$ cat src/rtl/nes_pad_responder.sv
// NES controller emulation: debounces eight switches and answers the console's
// strobe/clock protocol with an active-low serial stream, button A first.
module nes_pad_responder #(
  parameter int unsigned DEBOUNCE_CYCLES = 250000
) (
  input  logic       clk,
  input  logic       nreset,
  input  logic       pad_strobe,
  input  logic       pad_clk,
  input  logic [7:0] buttons_raw,
  output logic       pad_data,
  output logic [7:0] buttons_db,
  output logic [3:0] bits_sent
);

  localparam int CW = 20;
  localparam logic [CW-1:0] CNT_LAST = CW'(DEBOUNCE_CYCLES - 1);

  logic            strobe_meta_q, strobe_sync_q;
  logic            pclk_meta_q, pclk_sync_q, pclk_prev_q;
  logic [7:0]      btn_meta_q, btn_sync_q;
  logic [7:0][CW-1:0] cnt_q, cnt_d;
  logic [7:0]      db_q, db_d;
  logic [7:0]      shreg_q, shreg_d;
  logic [3:0]      sent_q, sent_d;
  logic            pad_data_q, pad_data_d;
  logic            pclk_rise;

  // Synchronizers idle as an unpressed pad with the shift clock parked high,
  // so leaving reset can never fabricate a shift edge.
  always_ff @(posedge clk) begin
    if (nreset) begin
      strobe_meta_q <= 1'b0;
      strobe_sync_q <= 1'b0;
      pclk_meta_q   <= 1'b1;
      pclk_sync_q   <= 1'b1;
      pclk_prev_q   <= 1'b1;
      btn_meta_q    <= 8'h00;
      btn_sync_q    <= 8'h00;
      cnt_q         <= '0;
      db_q          <= 8'h00;
      shreg_q       <= 8'h00;
      sent_q        <= 4'd0;
      pad_data_q    <= 1'b1;
    end else begin
      strobe_meta_q <= pad_strobe;
      strobe_sync_q <= strobe_meta_q;
      pclk_meta_q   <= pad_clk;
      pclk_sync_q   <= pclk_meta_q;
      pclk_prev_q   <= pclk_sync_q;
      btn_meta_q    <= buttons_raw;
      btn_sync_q    <= btn_meta_q;
      cnt_q         <= cnt_d;
      db_q          <= db_d;
      shreg_q       <= shreg_d;
      sent_q        <= sent_d;
      pad_data_q    <= pad_data_d;
    end
  end

  always_comb begin
    pclk_rise = pclk_sync_q & ~pclk_prev_q;
    cnt_d     = cnt_q;
    db_d      = db_q;
    // Any cycle agreeing with the debounced level wipes the run count.
    for (int i = 0; i < 8; i++) begin
      if (btn_sync_q[i] == db_q[i]) begin
        cnt_d[i] = '0;
      end else if (cnt_q[i] == CNT_LAST) begin
        db_d[i]  = btn_sync_q[i];
        cnt_d[i] = '0;
      end else begin
        cnt_d[i] = cnt_q[i] + CW'(1);
      end
    end
  end

  always_comb begin
    shreg_d = shreg_q;
    sent_d  = sent_q;
    if (strobe_sync_q) begin
      shreg_d = db_q;
      sent_d  = 4'd0;
    end else if (pclk_rise) begin
      shreg_d = {1'b0, shreg_q[7:1]};
      if (sent_q != 4'd8) sent_d = sent_q + 4'd1;
    end
    // Registered from the next-state value to keep pin-to-pin latency at 3.
    pad_data_d = ~shreg_d[0];
  end

  assign pad_data   = pad_data_q;
  assign buttons_db = db_q;
  assign bits_sent  = sent_q;

endmodule

$ cat config.mk
export PLATFORM = sky130hd
export DESIGN_NAME = nes_pad_responder
export DESIGN_NICKNAME = d
export VERILOG_FILES = /design/src/rtl/nes_pad_responder.sv
export SDC_FILE = /design/constraint.sdc
export NUM_CORES = 1
export LEC_CHECK = 0
export ABC_CLOCK_PERIOD_IN_PS = 4900
export BUFFER_PORTS_ARGS = -buffer_cell sky130_fd_sc_hd__clkbuf_2
export CORE_MARGIN = 4
export CORE_UTILIZATION = 50
export DETAILED_ROUTE_END_ITERATION = 7
export PLACE_DENSITY = 0.71
export SLEW_MARGIN = 30
export SYNTH_ARGS = -nofsm -noshare
export SYNTH_HDL_FRONTEND = slang
export SYNTH_SLANG_ARGS = --single-unit
$ cat constraint.sdc
create_clock -name clk -period 4.9 [get_ports clk]
set_input_delay 1.47 -clock clk [delete_from_list [all_inputs] [get_ports clk]]
set_output_delay 1.47 -clock clk [all_outputs]
set_load 0.02 [all_outputs]
Word-level counts from Yosys, hierarchy flattened

Cells that the tools add are included.

Bits in registers: 202
Input port bits: 12
Output and inout port bits: 13
Word-level logic and storage cells: 85

Add/sub/neg operators: 9
Equal/unequal tests: 17
Mux-type cells: 2
Bitwise gates (word level): 11
Reductions and logical operators: 19

Operators with widths:

| cell                                             | count |
|---|---|
| adder 20 x 1 -> 20 bit (second input constant)   | 8 |
| == test 20 x 18 -> 1 bit (second input constant) | 8 |
| OR reduction 3 bit                               | 8 |
| AND reduction 2 bit                              | 9 |
| two-way mux 8 bit                                | 2 |
| NOT 1 bit                                        | 10 |
| == test 1 bit                                    | 8 |
| adder 4 x 1 -> 4 bit (second input constant)     | 1 |
| inequality test 4 bit (second input constant)    | 1 |
| nonzero test 2 bit                               | 1 |
| OR reduction 2 bit                               | 1 |
| bitwise AND 1 bit                                | 1 |

Longest topological paths before layout

Gate-level depths: netlist of run 1.

Depth after elaboration: 5
Depth in mapped cells: 7
Mapped depth without buffers: 6

Worst setup path before layout of run 1

OpenSTA, ideal clock, no wires.

Path kind: input to register
Start point: input port nreset
End point: register sent_q[1] (netlist: bits_sent[1])
Setup time: 0.139 ns
Arrival: 2.187 ns
Required time: 4.761 ns
Slack: 2.574 ns
Cell stages on the path: 4
Path buffers: 3
Cell sequence: buf_6 clkbuf_1 buf_1 nor3_1

Word-level cells in the longest chain between the ends: 1

RTL lines:

| what                                | line | source |
|---|---|---|
| start, declared                     | 7    | `input logic nreset,` |
| OR reduction 2 bit (no source line) | --   |  |
| end signal, assigned                | 56   | `sent_q <= sent_d;` |
| end, declared                       | 25   | `logic [3:0] sent_q, sent_d;` |

Every way passes these cells.
A chain may end at the register's enable or synchronous reset.

Worst setup path in the final report of run 1

Start point: register db_q[0] (netlist: buttons_db[0])
End point: output port buttons_db[0]

RTL lines:

| what                   | line | source |
|---|---|---|
| start, declared        | 23   | `logic [7:0] db_q, db_d;` |
| start signal, assigned | 41   | `db_q <= 8'h00;` |
| start signal, assigned | 54   | `db_q <= db_d;` |
| end, declared          | 12   | `output logic [7:0] buttons_db,` |

No word-level cell between the ends.

==> qor.yml, run 1 <==
sta:
  hold_viol_final: 0
  fin_crit_ns: 2.61
  fmax_mhz: 383
  slew_headroom: 0.401
  finalClockSkew_ns: 0.0100
  fin_crit_sh: 0.533
  setup_violations: 0
  maxSlewViolCount: 0
  tightest_slew_ns: 0.890
  rsz0062_at_grt: "no"
  tns_ns: 0
synth:
  ys_ff_latch: 202
  synth_area_leader_cell: "dfxtp_1"
  syn_area_um2: 8830
  yosys_warnings: 0
  syn_area_per_cell_um2: 8.86
  ys.flop_type: "dfxtp_1"
  syn_nets: 1018
  ys_types: 46
  syn-instance-count: 996
  ys_top_cells_by_area: "dfxtp_1 46%, xnor2_1 9.2%, nor2_1 7.3%"
  synth_edf_count: 0
  ys_async_sr_fraction: 0
  ys_seq_area_frac: 0.458
  yosysTopAreaCellShare: 0.458
cts:
  cts-root-buf: "clkbuf_16"
  path_clk_slew_ns: 0.06
  holdBufCountCts: 0
  cts_sinks: 202
  htree_num_levels: 1
  cts_resized: 0
  cts_made_buffers: 23
  ctsLongestPathBuffers: 3
  worstSkewPairLatency_ns: 0.49
  cts_setup_buffers: 0
  cts_tree: "yes"
pwr:
  max-vdd-ir-drop_mv: 0.274
  p_leak_nw: 2.98
  power_density_nw_per_um2: 345
die:
  die-height_um: 141
  rows: 48
  die_w_um: 141
  dieArea_um2: 19800
  core_area_um2: 17300
  pin_count: 25
  start_util: 0.510
global_routing:
  grt_max_degree: 31
  grt_use_total: 0.171
  antenna_found_initial: 0
  grt_pass1_wl_um: 29800
  grt-ovfl-total: 0
  grt_pass1_vias: 6537
drt:
  routed_wl_um: 16700
  initialDrtViolationCount: 377
  drtPass1Iterations: 5
  drc: 0
  vias: 6899
  viasPerCell: 5.47
  ant_nets: 0
  post_drt_wl_per_cell_um: 13.2
layout:
  fin_util: 0.573
  ff_latch_area_um2: 4040
  antenna_cells: 0
  syn_to_final_growth_pct: 12.2
  mostFrequentLayoutCells: "202 x dfxtp_1, 171 x nor2_1, 93 x xnor2_1, 61 x nand4_1, 50 x nand3_1"
  drive_gt1_frac: 0.0878
  fillCellCount: 1528
  multiInputGateArea_um2: 4530
  nets: 1043
  final_common_cell: "dfxtp_1"
setup_path:
  critPathArrivalTime_ns: 1.14
  end_kind: "primary output"
  path_cells: "clkbuf_2"
  cp.required_ns: 3.43
  cp_num_buf_inv: 1
  path_max_fanout: 4
  start_kind: "register"
  slowest_stage: "dfxtp_1"
  crit_family: "flip-flops"
  slowest_delay_ns: 0.44
  crit_type: "register to primary output"
worst_hold_path:
  hp-class: "register to register"
status:
  status: "finished clean"
placed_design:
  dp_hpwl_um: 11200
  io_buffer_count: 24
  gp_congestion: 0.816
flow_run:
  maxCapViolations: 0
-- kinds of logic after synthesis --
logic type / synth area share
AO/OA/AOI/OAI: 0.0499
XOR/XNOR: 0.125
adder cells (fa/ha/maj): 0.0142
buffers and inverters: 0.0292
flip-flops: 0.458
multiplexers: 0.0235
AND/OR/NAND/NOR: 0.300
-- Yosys cell counts (2+ instances only) --
library cell	n
dfxtp_1	202
nor2_1	171
xnor2_1	93
nand4_1	61
nand3_1	50
nor3_1	45
nand2_1	36
inv_1	34
nor4_1	33
xor2_1	33
nor2b_1	25
o21ai_0	25
a21oi_1	24
clkbuf_1	19
or3_1	18
mux2i_1	14
or4_1	12
and3_1	10
ha_1	10
and4_1	9
nor4b_1	7
mux2_2	6
nand2b_1	5
or2_2	5
o21ai_2	4
o41ai_1	4
or4b_1	4
and2_1	3
buf_1	3
nand4_2	3
nor4_2	3
o221ai_1	3
o31ai_1	3
a31o_2	2
buf_2	2
buf_4	2
buf_6	2
nor3b_1	2
o31ai_2	2
-- state kept, by name (all words and copies together), names as in the netlist --
signal / count
cnt_q: 160
btn_meta_q: 8
btn_sync_q: 8
buttons_db: 8
shreg_q: 8
bits_sent: 4
pad_data: 1
pclk_meta_q: 1
pclk_prev_q: 1
pclk_sync_q: 1
strobe_meta_q: 1
strobe_sync_q: 1
-- final timing paths --
check / startpoint / endpoint / slack [ns] / depth (start not counted)
worst max-delay path: buttons_db[0]$_SDFFE_PP0P_ / buttons_db[0] / 2.29 / 1
worst min-delay path: pclk_meta_q$_SDFF_PP1_ / pclk_sync_q$_SDFF_PP1_ / 0.41 / 1
worst max register to register: cnt_q[40]$_SDFF_PP0_ / cnt_q[49]$_SDFF_PP0_ / 2.72 / 5
worst min register to register: pclk_meta_q$_SDFF_PP1_ / pclk_sync_q$_SDFF_PP1_ / 0.41 / 1
-- through the flow --
step	power [mW]	hold slack (ns)	setup slack, ns	instance area, um^2	instances
6_report	3.41	0.407	2.29	9910	1262
5_1_grt	3.54	0.434	2.23	9910	1262
4_1_cts	3.46	0.411	2.26	9910	1262
3_5_place_dp	1.74	0.396	1.92	9140	1221
3_3_place_gp	1.74	0.397	1.98	9130	1221
2_1_floorplan	1.73	0.389	2.57	8830	996
-- power by group --
part | internal, mW | total, mW | switching [mW]
Clock | 1.06 | 1.71 | 0.656
Combinational | 0.0162 | 0.0425 | 0.0263
Sequential | 1.65 | 1.66 | 0.00709
-- final cells by class --
cell class / instances / share of cell area
Clock buffer: 30 / 0.0628
Clock inverter: 11 / 0.0148
Inverter: 34 / 0.0129
Multi-Input combinational cell: 732 / 0.458
Sequential cell: 202 / 0.408
Tap cell: 225 / 0.0284
Timing Repair Buffer: 28 / 0.0152
-- routing by layer --
layer  up-vias  share of wire  global-route usage  wire length [um]
li1       3545              -                   -                 -
met1      3197           0.48               0.229              7950
met2       131           0.46               0.283              7720
met3        26          0.042              0.0319               707
met4         0          0.017              0.0484               285
met5         -              0                   0                 0
(Power assumes the default switching activity.)
==> inputs of run 2 (changes only) <==
--- a/config.mk
+++ b/config.mk
@@ -5,12 +5,12 @@
 export SDC_FILE = /design/constraint.sdc
 export NUM_CORES = 1
 export LEC_CHECK = 0
-export ABC_CLOCK_PERIOD_IN_PS = 4900
+export ABC_CLOCK_PERIOD_IN_PS = 2400
 export BUFFER_PORTS_ARGS = -buffer_cell sky130_fd_sc_hd__clkbuf_2
 export CORE_MARGIN = 4
 export CORE_UTILIZATION = 50
 export DETAILED_ROUTE_END_ITERATION = 7
-export PLACE_DENSITY = 0.71
+export PLACE_DENSITY = 0.74
 export SLEW_MARGIN = 30
 export SYNTH_ARGS = -nofsm -noshare
 export SYNTH_HDL_FRONTEND = slang
==> constraint.sdc (replaced) <==
create_clock -name clk -period 2.4 [get_ports clk]
set_input_delay 0.72 -clock clk [delete_from_list [all_inputs] [get_ports clk]]
set_output_delay 0.72 -clock clk [all_outputs]
set_load 0.02 [all_outputs]
==> qor.yml, run 2 (same netlist as run 1, synthesis figures left out) <==
global_routing:
  grt_use_total: 0.172  # was 0.171
  grt_max_degree: 23  # was 31
  antenna_found_initial: 0  # unchanged
  grt-ovfl-total: 0  # unchanged
  grt_pass1_wl_um: 29800  # about the same
  grt_pass1_vias: 6574  # was 6537
pwr:
  power_density_nw_per_um2: 676  # was 345 nW/um^2
  max-vdd-ir-drop_mv: 0.486  # was 0.274 mV
  fin_total_pwr_mw: 6.74  # was 3.41 mW
  p_leak_nw: 3.04  # was 2.98 nW
layout:
  drive_gt1_frac: 0.0971  # was 0.0878
  antenna_cells: 0  # unchanged
  fin_cells: 1275  # was 1262
  nets: 1057  # was 1043
  mostFrequentLayoutCells: "202 x dfxtp_1, 171 x nor2_1, 93 x xnor2_1, 61 x nand4_1, 50 x nand3_1"  # unchanged
  regMostFlops: "cnt_q"  # unchanged
  fillCellCount: 1556  # was 1528
  final_common_cell: "dfxtp_1"  # unchanged
  syn_to_final_growth_pct: 12.9  # was 12.2%
  largest_reg_flops: 160  # unchanged
sta:
  rsz0062_at_grt: "no"  # unchanged
  hold_viol_final: 0  # unchanged
  fin_crit_ns: 2.05
  setup_violations: 0  # unchanged
  slew_headroom: 0.564  # was 0.401
  maxSlewViolCount: 0  # unchanged
  fmax_mhz: 488
  fin_crit_sh: 0.853
  finalClockSkew_ns: 0.00993  # was 0.0100 ns
  tightest_slew_ns: 0.654  # was 0.890 ns
  tns_ns: 0  # unchanged
cts:
  worstSkewPairLatency_ns: 0.50  # was 0.49 ns
  htree_num_levels: 1  # unchanged
  cts_resized: 0  # unchanged
  ctsLongestPathBuffers: 3  # unchanged
  cts-root-buf: "clkbuf_16"  # unchanged
  cts_setup_buffers: 0  # unchanged
  cts_sinks: 202  # unchanged
  cts_made_buffers: 22  # was 23
  path_clk_slew_ns: 0.05  # was 0.06 ns
  holdBufCountCts: 0  # unchanged
  cts_tree: "yes"  # unchanged
die:
  start_util: 0.510  # unchanged
  dieArea_um2: 19800  # unchanged
  core_area_um2: 17300  # unchanged
  die_w_um: 141  # unchanged
  rows: 48  # unchanged
  die-height_um: 141  # unchanged
  pin_count: 25  # unchanged
setup_path:
  critPathArrivalTime_ns: 2.47  # was 1.14 ns
  start_kind: "register"  # unchanged
  cp.required_ns: 2.82  # was 3.43 ns
  path_max_fanout: 6  # was 4
  path_cells: "ha_1, nand4_1, or4_1, or3_1, a21oi_1"  # was clkbuf_2
  crit_family: "simple AND/OR/NAND/NOR gates"  # was flip-flops
  slowest_delay_ns: 0.65  # was 0.44 ns
  end_kind: "register"  # was primary output
  crit_type: "register to register"  # was register to primary output
  slowest_stage: "or4_1"  # was dfxtp_1
  cp_num_buf_inv: 0  # was 1
drt:
  vias: 6996  # was 6899
  drtPass1Iterations: 5  # unchanged
  viasPerCell: 5.49  # was 5.47
  ant_nets: 0  # unchanged
  routed_wl_um: 16900  # was 16700 um
  initialDrtViolationCount: 306  # was 377
  post_drt_wl_per_cell_um: 13.2  # about the same
  drc: 0  # unchanged
worst_hold_path:
  hp-class: "primary input to register"  # was register to register
placed_design:
  gp_congestion: 0.847  # was 0.816
  dp_hpwl_um: 11400  # was 11200 um
  placed_cells: 1236  # was 1221
  io_buffer_count: 24  # unchanged
status:
  status: "finished clean"  # unchanged
flow_run:
  maxCapViolations: 0  # unchanged
run 2: cell type report:
class / instances / area, um^2 / area share
multi-input cells: 732 / 4530 / 0.455
flip-flops and latches: 202 / 4040 / 0.406
clock buffers: 38 / 712 / 0.0714
well taps: 225 / 282 / 0.0282
repair buffers: 43 / 263 / 0.0264
inverters: 34 / 128 / 0.0128
clock inverters: 1 / 5.00 / 0.000502
run 2: power breakdown:
part           total, mW  leakage, nW  switching, mW  internal [mW]
Clock               3.25        0.353           1.25           2.00
Sequential          3.39         1.63         0.0140           3.37
Combinational      0.101         1.05         0.0589         0.0420
run 2: worst paths after layout:
check	start	cells after the start	slack, ns	endpoint
min	pad_clk	2	0.43	pclk_meta_q$_SDFF_PP1_
min reg2reg	pclk_meta_q$_SDFF_PP1_	1	0.44	pclk_sync_q$_SDFF_PP1_
max	cnt_q[120]$_SDFF_PP0_	5	0.35	cnt_q[138]$_SDFF_PP0_
max reg2reg	cnt_q[120]$_SDFF_PP0_	5	0.35	cnt_q[138]$_SDFF_PP0_
run 2: worst reg2reg max path, cell delays in order (launching register included):
cell     delay (ns)
dfxtp_1        0.36
ha_1           0.22
nand4_1        0.26
or4_1          0.65
or3_1          0.34
a21oi_1        0.14
run 2: per-stage QoR:
step           instance area [um^2]  setup WS (ns)  utilization  hold WS [ns]
6_report                       9970          0.353        0.576         0.426
5_1_grt                        9970          0.225        0.576         0.414
4_1_cts                        9970          0.351        0.576         0.414
3_5_place_dp                   9250          0.366        0.535         0.425
3_3_place_gp                   9240          0.356        0.534         0.416
2_1_floorplan                  8830          0.524            -         0.389
run 2: routing by layer:
| metal | wire (um) | up-vias | GRT usage |
|---|---|---|---|
| li1 | - | 3583 | - |
| met1 | 8070 | 3268 | 0.233 |
| met2 | 7760 | 116 | 0.284 |
| met3 | 670 | 29 | 0.0268 |
| met4 | 341 | 0 | 0.0525 |
| met5 | 0 | - | 0 |
==> inputs of run 3 (changes only) <==
--- a/config.mk
+++ b/config.mk
@@ -7,10 +7,10 @@
 export LEC_CHECK = 0
 export ABC_CLOCK_PERIOD_IN_PS = 2400
 export BUFFER_PORTS_ARGS = -buffer_cell sky130_fd_sc_hd__clkbuf_2
-export CORE_MARGIN = 4
-export CORE_UTILIZATION = 50
+export CORE_MARGIN = 2
+export CORE_UTILIZATION = 40
 export DETAILED_ROUTE_END_ITERATION = 7
-export PLACE_DENSITY = 0.74
+export PLACE_DENSITY = 0.62
 export SLEW_MARGIN = 30
 export SYNTH_ARGS = -nofsm -noshare
 export SYNTH_HDL_FRONTEND = slang
==> qor.yml, run 3 (same netlist as run 1, synthesis figures left out) <==
global_routing:
  grt_max_degree: 25  # was 23
  grt_use_total: 0.144  # was 0.172
  grt_pass1_wl_um: 29400  # was 29800 um
  antenna_found_initial: 0  # unchanged
  grt_pass1_vias: 6276  # was 6574
  grt-ovfl-total: 0  # unchanged
pwr:
  max-vdd-ir-drop_mv: 0.465  # was 0.486 mV
  power_density_nw_per_um2: 748  # was 676 nW/um^2
  fin_total_pwr_mw: 7.66  # was 6.74 mW
  p_leak_nw: 3.13  # was 3.04 nW
layout:
  drive_gt1_frac: 0.103  # was 0.0971
  largest_reg_flops: 160  # unchanged
  regMostFlops: "cnt_q"  # unchanged
  antenna_cells: 0  # unchanged
  final_area_um2: 10200  # was 9970 um^2
  fin_cells: 1329  # was 1275
  syn_to_final_growth_pct: 16.1  # was 12.9%
  mostFrequentLayoutCells: "202 x dfxtp_1, 171 x nor2_1, 93 x xnor2_1, 61 x nand4_1, 50 x nand3_1"  # unchanged
  fillCellCount: 2112  # was 1556
  final_common_cell: "dfxtp_1"  # unchanged
  nets: 1053  # was 1057
  fin_util: 0.471  # was 0.576
setup_path:
  slowest_delay_ns: 0.82  # was 0.65 ns
  cp.required_ns: 2.79  # was 2.82 ns
  reg2reg_from: "cnt_q[20]$_SDFF_PP0_"  # was cnt_q[120]$_SDFF_PP0_
  critPathArrivalTime_ns: 2.49  # was 2.47 ns
  end_kind: "register"  # unchanged
  start_kind: "register"  # unchanged
  crit_type: "register to register"  # unchanged
  path_max_fanout: 12  # was 6
  r2r_end: "cnt_q[39]$_SDFF_PP0_"  # was cnt_q[138]$_SDFF_PP0_
  rr_worst_depth: 5  # unchanged
  slowest_stage: "o31ai_2"  # was or4_1
  reg2reg_slack_ns: 0.30  # was 0.35 ns
  path_cells: "ha_1, nand4_2, o31ai_2, buf_4, a21oi_1"  # was ha_1, nand4_1, or4_1, or3_1, a21oi_1
drt:
  post_drt_wl_per_cell_um: 12.7  # was 13.2 um
  routed_wl_um: 16900  # about the same
  viasPerCell: 5.12  # was 5.49
  drc: 0  # unchanged
  vias: 6804  # was 6996
  drtPass1Iterations: 5  # unchanged
  initialDrtViolationCount: 324  # was 306
  ant_nets: 0  # unchanged
worst_hold_path:
  hp-class: "primary input to register"  # unchanged
  hp-start: "pad_clk"  # unchanged
  holdPathEnd: "pclk_meta_q$_SDFF_PP1_"  # unchanged
  holdPathStages: 2  # unchanged
sta:
  hold_viol_final: 0  # unchanged
  tightest_slew_ns: 0.873  # was 0.654 ns
  fin_crit_ns: 2.10  # was 2.05 ns
  setup_violations: 0  # unchanged
  fmax_mhz: 476  # was 488 MHz
  slew_headroom: 0.414  # was 0.564
  fin_crit_sh: 0.875  # was 0.853
  rsz0062_at_grt: "no"  # unchanged
  finalClockSkew_ns: 0.00695  # was 0.00993 ns
  tns_ns: 0  # unchanged
  maxSlewViolCount: 0  # unchanged
die:
  die_w_um: 153  # was 141 um
  pin_count: 25  # unchanged
  start_util: 0.406  # was 0.510
  core_area_um2: 21800  # was 17300 um^2
  dieArea_um2: 23300  # was 19800 um^2
  die-height_um: 153  # was 141 um
  rows: 54  # was 48
flow_run:
  maxCapViolations: 0  # unchanged
cts:
  cts_setup_buffers: 0  # unchanged
  cts_made_buffers: 24  # was 22
  cts_sinks: 202  # unchanged
  cts_resized: 0  # unchanged
  cts_tree: "yes"  # unchanged
  htree_num_levels: 1  # unchanged
  path_clk_slew_ns: 0.06  # was 0.05 ns
  worstSkewPairLatency_ns: 0.50  # about the same
  holdBufCountCts: 0  # unchanged
  ctsLongestPathBuffers: 3  # unchanged
  cts-root-buf: "clkbuf_16"  # unchanged
placed_design:
  gp_congestion: 0.788  # was 0.847
  dp_hpwl_um: 11500  # was 11400 um
  placed_cells: 1285  # was 1236
  dpl_cell_area_um2: 9290  # was 9250 um^2
  io_buffer_count: 24  # unchanged
status:
  status: "finished clean"  # unchanged
==> run 3: changes by cell type in the layout (fill, tap and decap cells not counted), sizes merged <==
cell and change:
buf -6, clkinvlp +1, bufinv +6, clkinv +3, clkbuf -5
==> run 3: critical path: cells and delay by family, from the launching register on <==
family	cells	cell delay, ns
compound gates	2	0.87
simple gates	1	0.22
fa+ha+maj	1	0.24
flops	1	0.39
buf+inv	1	0.29
==> run 3: cell type report <==
| cell class | instances | area (um^2) | share of cell area |
|---|---|---|---|
| well taps | 280 | 350 | 0.0342 |
| clock buffers | 33 | 736 | 0.0718 |
| repair buffers | 37 | 230 | 0.0225 |
| flip-flops and latches | 202 | 4040 | 0.395 |
| inverters | 34 | 128 | 0.0125 |
| multi-input cells | 732 | 4550 | 0.444 |
| clock inverters | 11 | 211 | 0.0206 |
==> run 3: worst max-delay path by stage <==
stage                            endpoint                   from  slack, ns
finish               cnt_q[39]$_SDFF_PP0_   cnt_q[20]$_SDFF_PP0_       0.30
detailed placement   cnt_q[52]$_SDFF_PP0_   cnt_q[40]$_SDFF_PP0_       0.20
global placement     cnt_q[46]$_SDFF_PP0_   cnt_q[40]$_SDFF_PP0_       0.28
global route        cnt_q[147]$_SDFF_PP0_  cnt_q[140]$_SDFF_PP0_       0.09
CTS                  cnt_q[46]$_SDFF_PP0_   cnt_q[40]$_SDFF_PP0_       0.18
floorplan            cnt_q[49]$_SDFF_PP0_   cnt_q[40]$_SDFF_PP0_       0.52
==> run 3: where the power goes <==
group          internal, mW  total, mW  switching [mW]  leakage [nW]
clock network          2.78       4.18            1.40         0.466
logic                0.0399     0.0966          0.0567          1.03
registers              3.37       3.39          0.0141          1.63
total                  6.19       7.66            1.47          3.13
==> run 3: routing by layer <==
layer | GRT usage | vias up | part of all wire
met5 | 0 | - | 0
met4 | 0.0410 | 0 | 0.021
li1 | - | 3576 | -
met1 | 0.195 | 3120 | 0.49
met2 | 0.237 | 76 | 0.45
met3 | 0.0276 | 32 | 0.039
==> run 3: through the flow <==
stage,hold slack (ns),setup slack [ns]
after global routing,0.384,0.0935
after floorplan,0.389,0.524
final,0.401,0.299
after global placement,0.398,0.276
after CTS,0.379,0.183
after detailed placement,0.394,0.198
